### src/rtl/neuron_layer_sched.sv
// Time-multiplexed scheduler for one fully-connected layer on a single shared 4-input neuron.
// Each neuron is handled in turn: fetch its weights, load the operands, capture the result, then hand it off.
module neuron_layer_sched #(
    parameter int NEURONS = 8,
    parameter int ADDR_W  = 8
) (
    input  logic              clk,
    input  logic              rst,
    input  logic              start,
    input  logic [31:0]       in_x,
    input  logic [ADDR_W-1:0] cfg_base,
    input  logic [11:0]       cfg_xmin,
    input  logic [11:0]       cfg_xmax,
    output logic              busy,
    output logic              done,
    output logic              wmem_en,
    output logic [ADDR_W-1:0] wmem_addr,
    input  logic [47:0]       wmem_rdata,
    output logic [31:0]       n_x,
    output logic [31:0]       n_w,
    output logic [15:0]       n_bias,
    output logic [11:0]       n_xmin,
    output logic [11:0]       n_xmax,
    input  logic [7:0]        n_y,
    output logic              res_valid,
    input  logic              res_ready,
    output logic [7:0]        res_idx,
    output logic [7:0]        res_data
);

    typedef enum logic [2:0] {IDLE, FETCH, LOAD, EVAL, OUT, DONE} state_t;

    localparam logic [7:0] LAST_IDX = 8'(NEURONS - 1);

    state_t            state;
    state_t            state_nxt;
    logic [7:0]        idx;
    logic [ADDR_W-1:0] base;
    logic              last;

    assign last      = (idx == LAST_IDX);
    assign wmem_addr = base + ADDR_W'(idx);

    always_ff @(posedge clk) begin
        if (rst) begin
            state <= IDLE;
        end else begin
            state <= state_nxt;
        end
    end

    always_comb begin
        state_nxt = state;
        busy      = 1'b1;
        done      = 1'b0;
        wmem_en   = 1'b0;
        res_valid = 1'b0;
        case (state)
            IDLE: begin
                busy = 1'b0;
                if (start) begin
                    state_nxt = FETCH;
                end
            end
            FETCH: begin
                wmem_en   = 1'b1;
                state_nxt = LOAD;
            end
            LOAD: state_nxt = EVAL;
            EVAL: state_nxt = OUT;
            OUT: begin
                // Single result buffer: nothing new is fetched until this result is taken.
                res_valid = 1'b1;
                if (res_ready) begin
                    state_nxt = last ? DONE : FETCH;
                end
            end
            DONE: begin
                done      = 1'b1;
                state_nxt = IDLE;
            end
            default: state_nxt = IDLE;
        endcase
    end

    always_ff @(posedge clk) begin
        if (rst) begin
            idx      <= 8'd0;
            base     <= '0;
            n_x      <= 32'd0;
            n_w      <= 32'd0;
            n_bias   <= 16'd0;
            n_xmin   <= 12'd0;
            n_xmax   <= 12'd0;
            res_idx  <= 8'd0;
            res_data <= 8'd0;
        end else begin
            case (state)
                IDLE: begin
                    if (start) begin
                        idx    <= 8'd0;
                        base   <= cfg_base;
                        n_x    <= in_x;
                        n_xmin <= cfg_xmin;
                        n_xmax <= cfg_xmax;
                    end
                end
                LOAD: begin
                    n_w    <= wmem_rdata[31:0];
                    n_bias <= wmem_rdata[47:32];
                end
                EVAL: begin
                    res_data <= n_y;
                    res_idx  <= idx;
                end
                OUT: begin
                    if (res_ready) begin
                        idx <= last ? 8'd0 : idx + 8'd1;
                    end
                end
                default: ;
            endcase
        end
    end

endmodule

### config.mk
export PLATFORM = sky130hd
export DESIGN_NAME = neuron_layer_sched
export DESIGN_NICKNAME = d
export VERILOG_FILES = /design/src/rtl/neuron_layer_sched.sv
export SDC_FILE = /design/constraint.sdc
export NUM_CORES = 1
export LEC_CHECK = 0
export ABC_CLOCK_PERIOD_IN_PS = 5600
export CAP_MARGIN = 20
export CORE_MARGIN = 4
export CORE_UTILIZATION = 44
export DETAILED_ROUTE_END_ITERATION = 10
export GPL_TIMING_DRIVEN = 0
export PLACE_DENSITY_LB_ADDON = 0.3
export SLEW_MARGIN = 20
export SYNTH_ARGS = -nofsm -noshare
export SYNTH_HDL_FRONTEND = slang
export SYNTH_SLANG_ARGS = --single-unit
### constraint.sdc
create_clock -name clk -period 5.6 [get_ports clk]
set_input_delay 1.12 -clock clk [delete_from_list [all_inputs] [get_ports clk]]
set_output_delay 1.12 -clock clk [all_outputs]
set_load 0.05 [all_outputs]
After elaboration in Yosys (flattened, before gate mapping)
Cells that the tools add are included. Widths: inputs -> output; s select.

Register bits after elaboration: 139. Input port bits: 124. Output and inout bits: 132.

$add $sub $neg: 2. Eq/ne operators: 8. Muxes and demuxes: 12. Reduce and logical (&&, ||, !) cells: 5.

Operators by type and width (count): $mux 8 (3); $pmux 8 s2 (1); $pmux 3 s5 (1); $mux 3 (3); $add 8x1->8 const B (1); $add 8x8->8 (1); $eq 8x3->1 const B (1); $eq 3x2->1 const B (2); $eq 3x3->1 const B (2); $mux 1 (4); $ne 2x2->1 const B (2); $reduce_and 2->1 (2); $eq 3x1->1 const B (1); $logic_not 3->1 (1); $reduce_and 3->1 (1); $reduce_bool 2->1 (1).

Depth between registers and ports, before layout
Gate-level depths: netlist of the first run.

Word-level depth: 4. Depth in mapped cells: 7.

Worst setup path before layout of the first run
Ideal clock, no wire load.

Path kind: reg-to-output. Start point: register idx[0]. End point: output port wmem_addr[6]. Arrival: 3040 ps. Slack: 1440 ps. Cell stages (with the launch flop): 8. Buffers on the path: 0. Cell sequence: dfxtp_1 ha_1 inv_1 fa_1 nand2b_1 a21boi_0 o21a_1 o311ai_0.

Longest elaborated chain between the ends: 1.

RTL lines: start, declared (RTL line 37) `logic [7:0] idx;`; start signal, assigned (RTL line 118) `idx <= last ? 8'd0 : idx + 8'd1;`; $add 8x8->8 (RTL line 42) `assign wmem_addr = base + ADDR_W'(idx);`; end, declared (RTL line 17) `output logic [ADDR_W-1:0] wmem_addr,`.

No other way between the ends.

Final worst setup path of the first run
Ends and elaborated chain as after synthesis.

==> impl_metrics.tcl, run 1 <==
set metrics [dict create \
    status "completed" \
    floorplan.rows 39 \
    async_flop_share 0 \
    crit_chain "ha_1 -> inv_1 -> fa_1 -> nand2b_1 -> a21boi_0 -> o211ai_1 -> o311ai_0 -> clkdlybuf4s50_1" \
    post_cts_buffers 0 \
    finalMaxSlewViolations 0 \
    fin_area_sq_um 8560 \
    area_growth_syn_to_layout_pct 62.1 \
    io_pins 256 \
    start_util 0.456 \
    critPathLaunchType "flip-flop" \
    p_leak_nw 3.16 \
    synthTopCellsByArea "dfxtp_1, nand2_1, a21oi_1" \
    placed_cell_area_sq_um 8000 \
    drt_iter0_drc 266 \
    diodes 0 \
    antenna_found_initial 0 \
    ctsResizeCount 0 \
    grt_pass1_vias 5416 \
    r2r-end "base[6]" \
    worst_r2r_path_depth 5 \
    avgSynthCellArea_sq_um 7.89 \
    critPathRequiredTime_ns 4.48 \
    critical_path_depth 8 \
    hold_depth 2 \
    maxCapViolations 0 \
    fin_worst_skew_ns 0.00495 \
    pwr-share-clk 0.369 \
    cp_max_fo 6 \
    clk_pin_slew_ns 0.06 \
    grt_pass1_wl_um 26900 \
    fp.dieArea_sq_um 13800 \
    yosysTopAreaCellShare 0.527 \
    multi_input_area_sq_um 2260 \
    drc_errors 0 \
    cts_sinks 139 \
    finalWirelength_um 16800 \
    instances_no_fill 1097 \
    viasPerCell 4.94 \
    setup_violations 0 \
    clock_tree.buffer_depth 2 \
    tightest_slew_ns 0.611 \
    p_comb_frac 0.247 \
    syn_inst 669 \
    syn_nets 802 \
    place_congestion 0.807 \
    cts_root_buf "clkbuf_16" \
    placed_cells 1066 \
    path_delay_family "buffers and inverters" \
    endpoint_kind "output pin" \
    synthFlopType "dfxtp_1" \
    p_seq_frac 0.384 \
    cts_tree "built" \
    die_x_um 118 \
    finalCritPeriodShare 0.767 \
    cts_hold_buf 0 \
    io_buffers 254 \
    ys_top_cells_by_count "nand2_1, dfxtp_1, a21oi_1" \
    yosysWarnings 0 \
    cts_made_buffers 17 \
    r2r_start "state[2]" \
    hold_path.class "reg2reg" \
    crit_path_top_delay_cell "clkdlybuf4s50_1" \
    crit_path_max_incr_delay_ns 0.87 \
    postLayoutCoreUtil 0.740 \
    overflow 0 \
    cp-endpoint "wmem_addr[6]" \
    reg2reg_setup_slack_ns 3.93 \
    nFillCells 892 \
    synth_most_common_cell "nand2_1" \
    cp.arrival_ns 3.18 \
    nets 1075 \
    cts_max_level 4 \
    synth_edf_count 0 \
    drive_gt1_frac 0.0566 \
    synthDistinctLibCells 41 \
    dr_total_vias 5424 \
    cp.buffers_inverters 2 \
    rsz0062_at_grt "no" \
    fin_crit_ns 4.30 \
    power_density_nw_per_um2 332 \
    irDropWorstVdd_uv 282 \
    yosysTopAreaCell "dfxtp_1" \
    dr.pass1.iters 4 \
    regArea_sq_um 2780 \
    intPower_w 0.00196 \
    seq_area_frac_synth 0.527 \
    fmax_mhz 233 \
    grt_util_all_layers 0.241 \
    relSlewSlack 0.591 \
    switching_share 0.309 \
    wl_per_cell_um 15.3 \
    finalHoldViolations 0 \
    ant_nets 0 \
    dieHeight_um 118 \
    setup_tns_ns 0 \
    crit_path_start "idx[0]" \
    criticalPathCategory "reg2out" \
    power_w 0.00284 \
    core-area_sq_um 11600 \
    hpwlAfterDp_um 12500 \
    syn_area_sq_um 5280 \
    grt_start_max_net_pins 17 \
    power_switching_w 0.000879 \
    ys_seq_elements 139 \
    clock_latency_ns 0.41 \
]
==> metal layers <==
metal  part of all wire  up-vias  wire length [um]  global-route usage
met3              0.089       41              1490              0.0975
met4              0.033        0               554               0.112
met5                  0        -                 0                   0
li1                   -     2732                 -                   -
met2               0.49      199              8280               0.424
met1               0.38     2452              6440               0.252
==> cell families (layout without fill, tap and decap cells) <==
group / Yosys count / in the layout / synth area share
fa+ha+maj: 9 / 9 / 0.0228
compound gates: 149 / 149 / 0.149
mux: 1 / 1 / 0.00213
buf+inv: 55 / 340 / 0.0450
simple gates: 305 / 305 / 0.235
xor+xnor: 11 / 11 / 0.0183
flops: 139 / 139 / 0.527
==> flip-flops by register name (all words and copies together) (netlist names) <==
| register | flops |
|---|---|
| n_x | 32 |
| n_bias | 16 |
| base | 8 |
| n_xmax | 12 |
| n_w | 32 |
| res_data | 8 |
| idx | 8 |
| res_idx | 8 |
| state | 3 |
| n_xmin | 12 |
==> per-stage QoR <==
stage / hold WS (ns) / setup WS [ns]
after floorplan: 0.440 / 1.44
after global placement: 0.441 / 1.81
after detailed placement: 0.446 / 1.78
after CTS: 0.453 / 1.30
after global routing: 0.467 / 1.22
final: 0.451 / 1.30
==> worst min path at each step <==
stage                          from   endpoint  slack (ns)
final                       n_x[25]    n_x[25]        0.45
after global placement    n_bias[5]  n_bias[5]        0.44
after global routing         n_x[0]     n_x[0]        0.47
after detailed placement    n_w[27]    n_w[27]        0.45
after CTS                 n_bias[0]  n_bias[0]        0.45
after floorplan             base[0]    base[0]        0.44
==> area by class of cell <==
type                       instances  area share
tap                              143      0.0209
inverter                          10     0.00439
multi-input combinational        475       0.264
sequential                       139       0.325
timing repair buffer             254       0.297
clock buffer                      23      0.0570
buffer                            45      0.0234
clock inverter                     8     0.00790
==> worst reg2reg max path: stages (launching register included) <==
cell and delay (ns):
dfxtp_1 0.33, nor3_1 0.28, nand2_1 0.34, clkbuf_1 0.34, nand2_1 0.15, a21oi_1 0.09
==> placed cells by master (no fill, tap or decap), types with 5 or more instances in the layout <==
master | netlist | routed
clkinv_2 | 0 | 6
inv_1 | 10 | 10
nor2_1 | 11 | 11
ha_1 | 8 | 8
nand2_1 | 261 | 261
clkbuf_16 | 0 | 17
a21oi_1 | 133 | 133
xor2_1 | 7 | 7
dfxtp_1 | 139 | 139
clkdlybuf4s50_1 | 0 | 254
buf_2 | 16 | 16
clkbuf_1 | 26 | 28
nand3_1 | 5 | 5
==> power by group through the flow <==
stage | logic (W) | clock network, W | registers [W]
after floorplan | 0.000215 | 0 | 0.00132
after global placement | 0.000697 | 0 | 0.00111
after detailed placement | 0.000701 | 0 | 0.00111
after CTS | 0.000706 | 0.00106 | 0.00109
after global routing | 0.000746 | 0.00111 | 0.00110
final | 0.000701 | 0.00105 | 0.00109
No activity file was read; power rests on OpenSTA's default activity.
==> run 2: changes to the inputs <==
--- a/config.mk
+++ b/config.mk
@@ -5,10 +5,10 @@
 export SDC_FILE = /design/constraint.sdc
 export NUM_CORES = 1
 export LEC_CHECK = 0
-export ABC_CLOCK_PERIOD_IN_PS = 5600
+export ABC_CLOCK_PERIOD_IN_PS = 3750
 export CAP_MARGIN = 20
 export CORE_MARGIN = 4
-export CORE_UTILIZATION = 44
+export CORE_UTILIZATION = 37
 export DETAILED_ROUTE_END_ITERATION = 10
 export GPL_TIMING_DRIVEN = 0
 export PLACE_DENSITY_LB_ADDON = 0.3
==> constraint.sdc (replaced) <==
create_clock -name clk -period 3.75 [get_ports clk]
set_input_delay 0.75 -clock clk [delete_from_list [all_inputs] [get_ports clk]]
set_output_delay 0.75 -clock clk [all_outputs]
set_load 0.05 [all_outputs]
==> impl_metrics.tcl, run 2 (synthesized netlist as in run 1, its figures left out) <==
set metrics [dict create \
    dr_total_vias 5356 \
    fin_crit_ns 3.51 \
    power_w 0.00440 \
    power_density_nw_per_um2 508 \
    start_util 0.379 \
    area_growth_syn_to_layout_pct 64.1 \
    final_common_cell "nand2_1" \
    critPathLaunchType "flip-flop" \
    tightest_slew_ns 0.629 \
    io_pins 256 \
    relSlewSlack 0.581 \
    fp.dieArea_sq_um 16200 \
    diodes 0 \
    cts_tree "built" \
    clk_pin_slew_ns 0.06 \
    ant_nets 0 \
    nets 1075 \
    core-area_sq_um 13900 \
    fmax_mhz 285 \
    grt_pass1_wl_um 26000 \
    worst_slack_ns 0.245 \
    endpoint_kind "output pin" \
    grt_use_met1 0.227 \
    place_congestion 0.816 \
    cts_hold_buf 0 \
    viasPerCell 4.72 \
    dr.pass1.iters 4 \
    setup_violations 0 \
    grt_util_all_layers 0.202 \
    fin_worst_skew_ns 0.00504 \
    cp_max_fo 6 \
    rsz0062_at_grt "no" \
    critPathRequiredTime_ns 3.00 \
    hpwlAfterDp_um 12500 \
    hold_path.class "reg2reg" \
    nFillCells 1254 \
    post-place-ws_ns 0.343 \
    antenna_found_initial 0 \
    layout_common_cells "nand2_1, clkdlybuf4s50_1, dfxtp_1" \
    io_buffers 254 \
    drc_errors 0 \
    status "completed" \
    clock_latency_ns 0.41 \
    cts_made_buffers 17 \
    finalHoldViolations 0 \
    criticalPathCategory "reg2out" \
    overflow 0 \
    floorplan.rows 43 \
    p_leak_nw 3.20 \
    use_met3 0.0773 \
    reg_top3 "n_w (32), n_x (32), n_bias (16)" \
    finalWirelength_um 16600 \
    cts_root_buf "clkbuf_16" \
    maxCapViolations 0 \
    finalCritPeriodShare 0.935 \
    busiest_layer "met2" \
    post_cts_buffers 0 \
    drt_iter0_drc 197 \
    cts_sinks 139 \
    setup_tns_ns 0 \
    irDropWorstVdd_uv 257 \
    drive_gt1_frac 0.0576 \
    grt_pass1_vias 5224 \
    dieHeight_um 127 \
    finalMaxSlewViolations 0 \
    use_met2 0.338 \
    die_x_um 127 \
    cts_max_level 4 \
    cp.arrival_ns 2.76 \
    grt_start_max_net_pins 17 \
    wl_per_cell_um 14.7 \
    clock_tree.buffer_depth 2 \
]
## run 2: cell count changes in the layout (fill, tap and decap cells not counted), sizes merged
cell | before | now
bufinv | 1 | 3
clkbuf | 49 | 48
clkdlybuf4s15 | 0 | 1
clkdlybuf4s50 | 254 | 251
clkinv | 6 | 4
clkinvlp | 1 | 3
dlygate4sd2 | 0 | 1
dlymetal6s2s | 0 | 1
## run 2: layout make-up
| cell class | instances | area, sq um | share of cell area |
|---|---|---|---|
| multi-input combinational | 475 | 2260 | 0.261 |
| tap | 180 | 225 | 0.0260 |
| sequential | 139 | 2780 | 0.321 |
| inverter | 10 | 37.5 | 0.00433 |
| clock buffer | 22 | 474 | 0.0547 |
| clock inverter | 10 | 140 | 0.0162 |
| timing repair buffer | 254 | 2540 | 0.294 |
| buffer | 45 | 200 | 0.0231 |
## run 2: path summary, 6_finish.rpt
| kind | endpoint | slack, ns | depth (start not counted) | from |
|---|---|---|---|---|
| worst max-delay path | wmem_addr[6] | 0.24 | 8 | idx[0] |
| worst min-delay path | res_idx[3] | 0.45 | 2 | res_idx[3] |
| worst max register to register | n_x[18] | 2.05 | 5 | state[2] |
| worst min register to register | res_idx[3] | 0.45 | 2 | res_idx[3] |
## run 2: power breakdown
group          leakage (nW)  internal (W)  switching [W]
clock                 0.292       0.00110       0.000627
sequential             1.13       0.00158      0.0000517
combinational          1.77      0.000382       0.000660
## run 2: timing repair
| action | CTS | global route |
|---|---|---|
| cloned | 0 | 0 |
| gates resized for setup | 2 | 3 |
| setup endpoints to repair | 2 | 3 |
| hold endpoints to repair | 0 | 0 |
## run 2: worst max-delay path, stage by stage (launching register included)
cell and delay, ns:
dfxtp_1 0.47, ha_1 0.23, inv_1 0.06, fa_1 0.38, nand2b_1 0.16, a21boi_1 0.27
o21a_1 0.19, o311ai_1 0.11, clkdlybuf4s15_1 0.47
## run 2: routing by layer
| metal | vias to the layer above | wire (um) |
|---|---|---|
| met5 | - | 0 |
| met4 | 0 | 553 |
| met3 | 37 | 1440 |
| met2 | 178 | 8020 |
| met1 | 2409 | 6610 |
| li1 | 2732 | - |
## run 2: through the flow
stage | area, sq um | hold WS [ns] | cells | utilization
floorplan | 5280 | 0.440 | 669 | -
global placement | 8050 | 0.440 | 1103 | 0.577
global route | 8660 | 0.470 | 1135 | 0.622
CTS | 8660 | 0.453 | 1135 | 0.621
detailed placement | 8050 | 0.446 | 1103 | 0.577
finish | 8660 | 0.452 | 1135 | 0.622
==> run 3: changes to the inputs <==
--- a/config.mk
+++ b/config.mk
@@ -6,11 +6,10 @@
 export NUM_CORES = 1
 export LEC_CHECK = 0
 export ABC_CLOCK_PERIOD_IN_PS = 3750
-export CAP_MARGIN = 20
-export CORE_MARGIN = 4
+export CAP_MARGIN = 40
+export CORE_MARGIN = 2
 export CORE_UTILIZATION = 37
 export DETAILED_ROUTE_END_ITERATION = 10
-export GPL_TIMING_DRIVEN = 0
 export PLACE_DENSITY_LB_ADDON = 0.3
 export SLEW_MARGIN = 20
 export SYNTH_ARGS = -nofsm -noshare
==> impl_metrics.tcl, run 3 (synthesized netlist as in run 1, its figures left out) <==
set metrics [dict create \
    postLayoutCoreUtil 0.617 \
    layout_common_cells "nand2_1, clkdlybuf4s50_1, dfxtp_1" \
    fmax_mhz 282 \
    io_buffers 255 \
    antenna_found_initial 0 \
    switching_share 0.298 \
    p_comb_frac 0.229 \
    status "completed" \
    power_switching_w 0.00132 \
    hold_depth 2 \
    cts_root_buf "clkbuf_16" \
    reg2reg_setup_slack_ns 1.61 \
    nFillCells 1239 \
    drc_errors 0 \
    intPower_w 0.00311 \
    fin_worst_skew_ns 0.00544 \
    clock_tree.buffer_depth 2 \
    core-area_sq_um 13900 \
    crit_chain "ha_1 -> a21oi_1 -> o211ai_1 -> o41ai_1 -> xnor2_1 -> clkdlybuf4s50_1" \
    p_seq_frac 0.369 \
    floorplan.rows 43 \
    post_cts_buffers 0 \
    fp.dieArea_sq_um 15200 \
    crit_path_top_delay_cell "clkdlybuf4s50_1" \
    diodes 0 \
    grt_pass1_wl_um 23500 \
    critPathRequiredTime_ns 3.00 \
    place_congestion 0.839 \
    cts_made_buffers 17 \
    power_density_nw_per_um2 516 \
    p_leak_nw 3.15 \
    rsz0062_at_grt "no" \
    multi_input_area_sq_um 2270 \
    setup_violations 0 \
    wl_per_cell_um 14.1 \
    grt_pass1_vias 4898 \
    crit_path_max_incr_delay_ns 0.81 \
    hold_path.class "reg2reg" \
    ctsResizeCount 1 \
    critical_path_depth 6 \
    cts_tree "built" \
    criticalPathCategory "reg2out" \
    cp.buffers_inverters 1 \
    worst_r2r_path_depth 5 \
    irDropWorstVdd_uv 258 \
    setup_tns_ns 0 \
    cp.arrival_ns 2.80 \
    drive_gt1_frac 0.0523 \
    ant_nets 0 \
    finalCritPeriodShare 0.947 \
    relSlewSlack 0.522 \
    cts_max_level 4 \
    grt_util_all_layers 0.199 \
    maxCapViolations 0 \
    finalHoldViolations 0 \
    regArea_sq_um 2780 \
    finalWirelength_um 15500 \
    clk_pin_slew_ns 0.06 \
    dieHeight_um 123 \
    tightest_slew_ns 0.714 \
    pwr-share-clk 0.402 \
    dr_total_vias 5195 \
    nets 1039 \
    cts_hold_buf 0 \
    placed_cells 1066 \
    critPathLaunchType "flip-flop" \
    cts_sinks 139 \
    finalMaxSlewViolations 0 \
    cp_max_fo 7 \
    reg_top3 "n_w (32), n_x (32), n_bias (16)" \
    start_util 0.379 \
    area_growth_syn_to_layout_pct 62.8 \
    path_delay_family "buffers and inverters" \
    die_x_um 123 \
    viasPerCell 4.73 \
    io_pins 256 \
    instances_no_fill 1098 \
    dr.pass1.iters 5 \
    final_common_cell "nand2_1" \
    grt_start_max_net_pins 79 \
    hpwlAfterDp_um 10400 \
    fin_crit_ns 3.55 \
    endpoint_kind "output pin" \
    clock_latency_ns 0.41 \
    drt_iter0_drc 250 \
    overflow 0 \
]
[run 3: changes by cell type in the layout (fill, tap and decap cells not counted), sizes merged]
cell / before / now
clkinv: 4 / 5
bufinv: 3 / 4
clkdlybuf4s50: 251 / 252
clkbuf: 48 / 20
clkdlybuf4s15: 1 / 0
buf: 19 / 9
clkinvlp: 3 / 2
[run 3: layout make-up]
class | instances | area share
clock buffer | 20 | 0.0543
clock inverter | 11 | 0.0195
inverter | 10 | 0.00437
multi-input combinational | 475 | 0.264
sequential | 139 | 0.324
tap | 180 | 0.0262
timing repair buffer | 263 | 0.308
[run 3: power groups by stage]
stage	logic [W]	registers [W]	clock network, W
after global routing	0.00108	0.00165	0.00189
after detailed placement	0.00102	0.00167	0
final	0.00102	0.00164	0.00178
after global placement	0.00101	0.00166	0
after floorplan	0.000321	0.00196	0
after CTS	0.00102	0.00164	0.00182
[run 3: path summary, 6_finish.rpt]
kind            start           end
max reg2reg  state[2]     n_xmax[4]
max            idx[1]  wmem_addr[7]
min reg2reg   n_x[27]       n_x[27]
min           n_x[27]       n_x[27]
[run 3: per-layer routing]
metal	wire length, um	up-vias	track usage
met3	1130	32	0.0701
li1	-	2658	-
met1	6380	2336	0.222
met2	7470	169	0.335
met4	473	0	0.102
met5	0	-	0
[run 3: per-stage QoR]
step           worst slack, ns  total power [W]  instance area, sq um  hold slack, ns
5_1_grt                 0.0307          0.00463                  8590           0.465
3_5_place_dp             0.397          0.00269                  7930           0.446
3_3_place_gp             0.453          0.00268                  7930           0.441
2_1_floorplan            0.558          0.00229                  5280           0.440
6_report                 0.198          0.00443                  8590           0.450
4_1_cts                 0.0535          0.00448                  8560           0.453
[run 3: worst register-to-register path: cells and delay by family (launching register included)]
| family | cells | cell delay, ns |
|---|---|---|
| buffers and inverters | 1 | 0.36 |
| AND/OR/NAND/NOR | 3 | 1.15 |
| flip-flops | 1 | 0.44 |
| AO/OA/AOI/OAI | 1 | 0.12 |
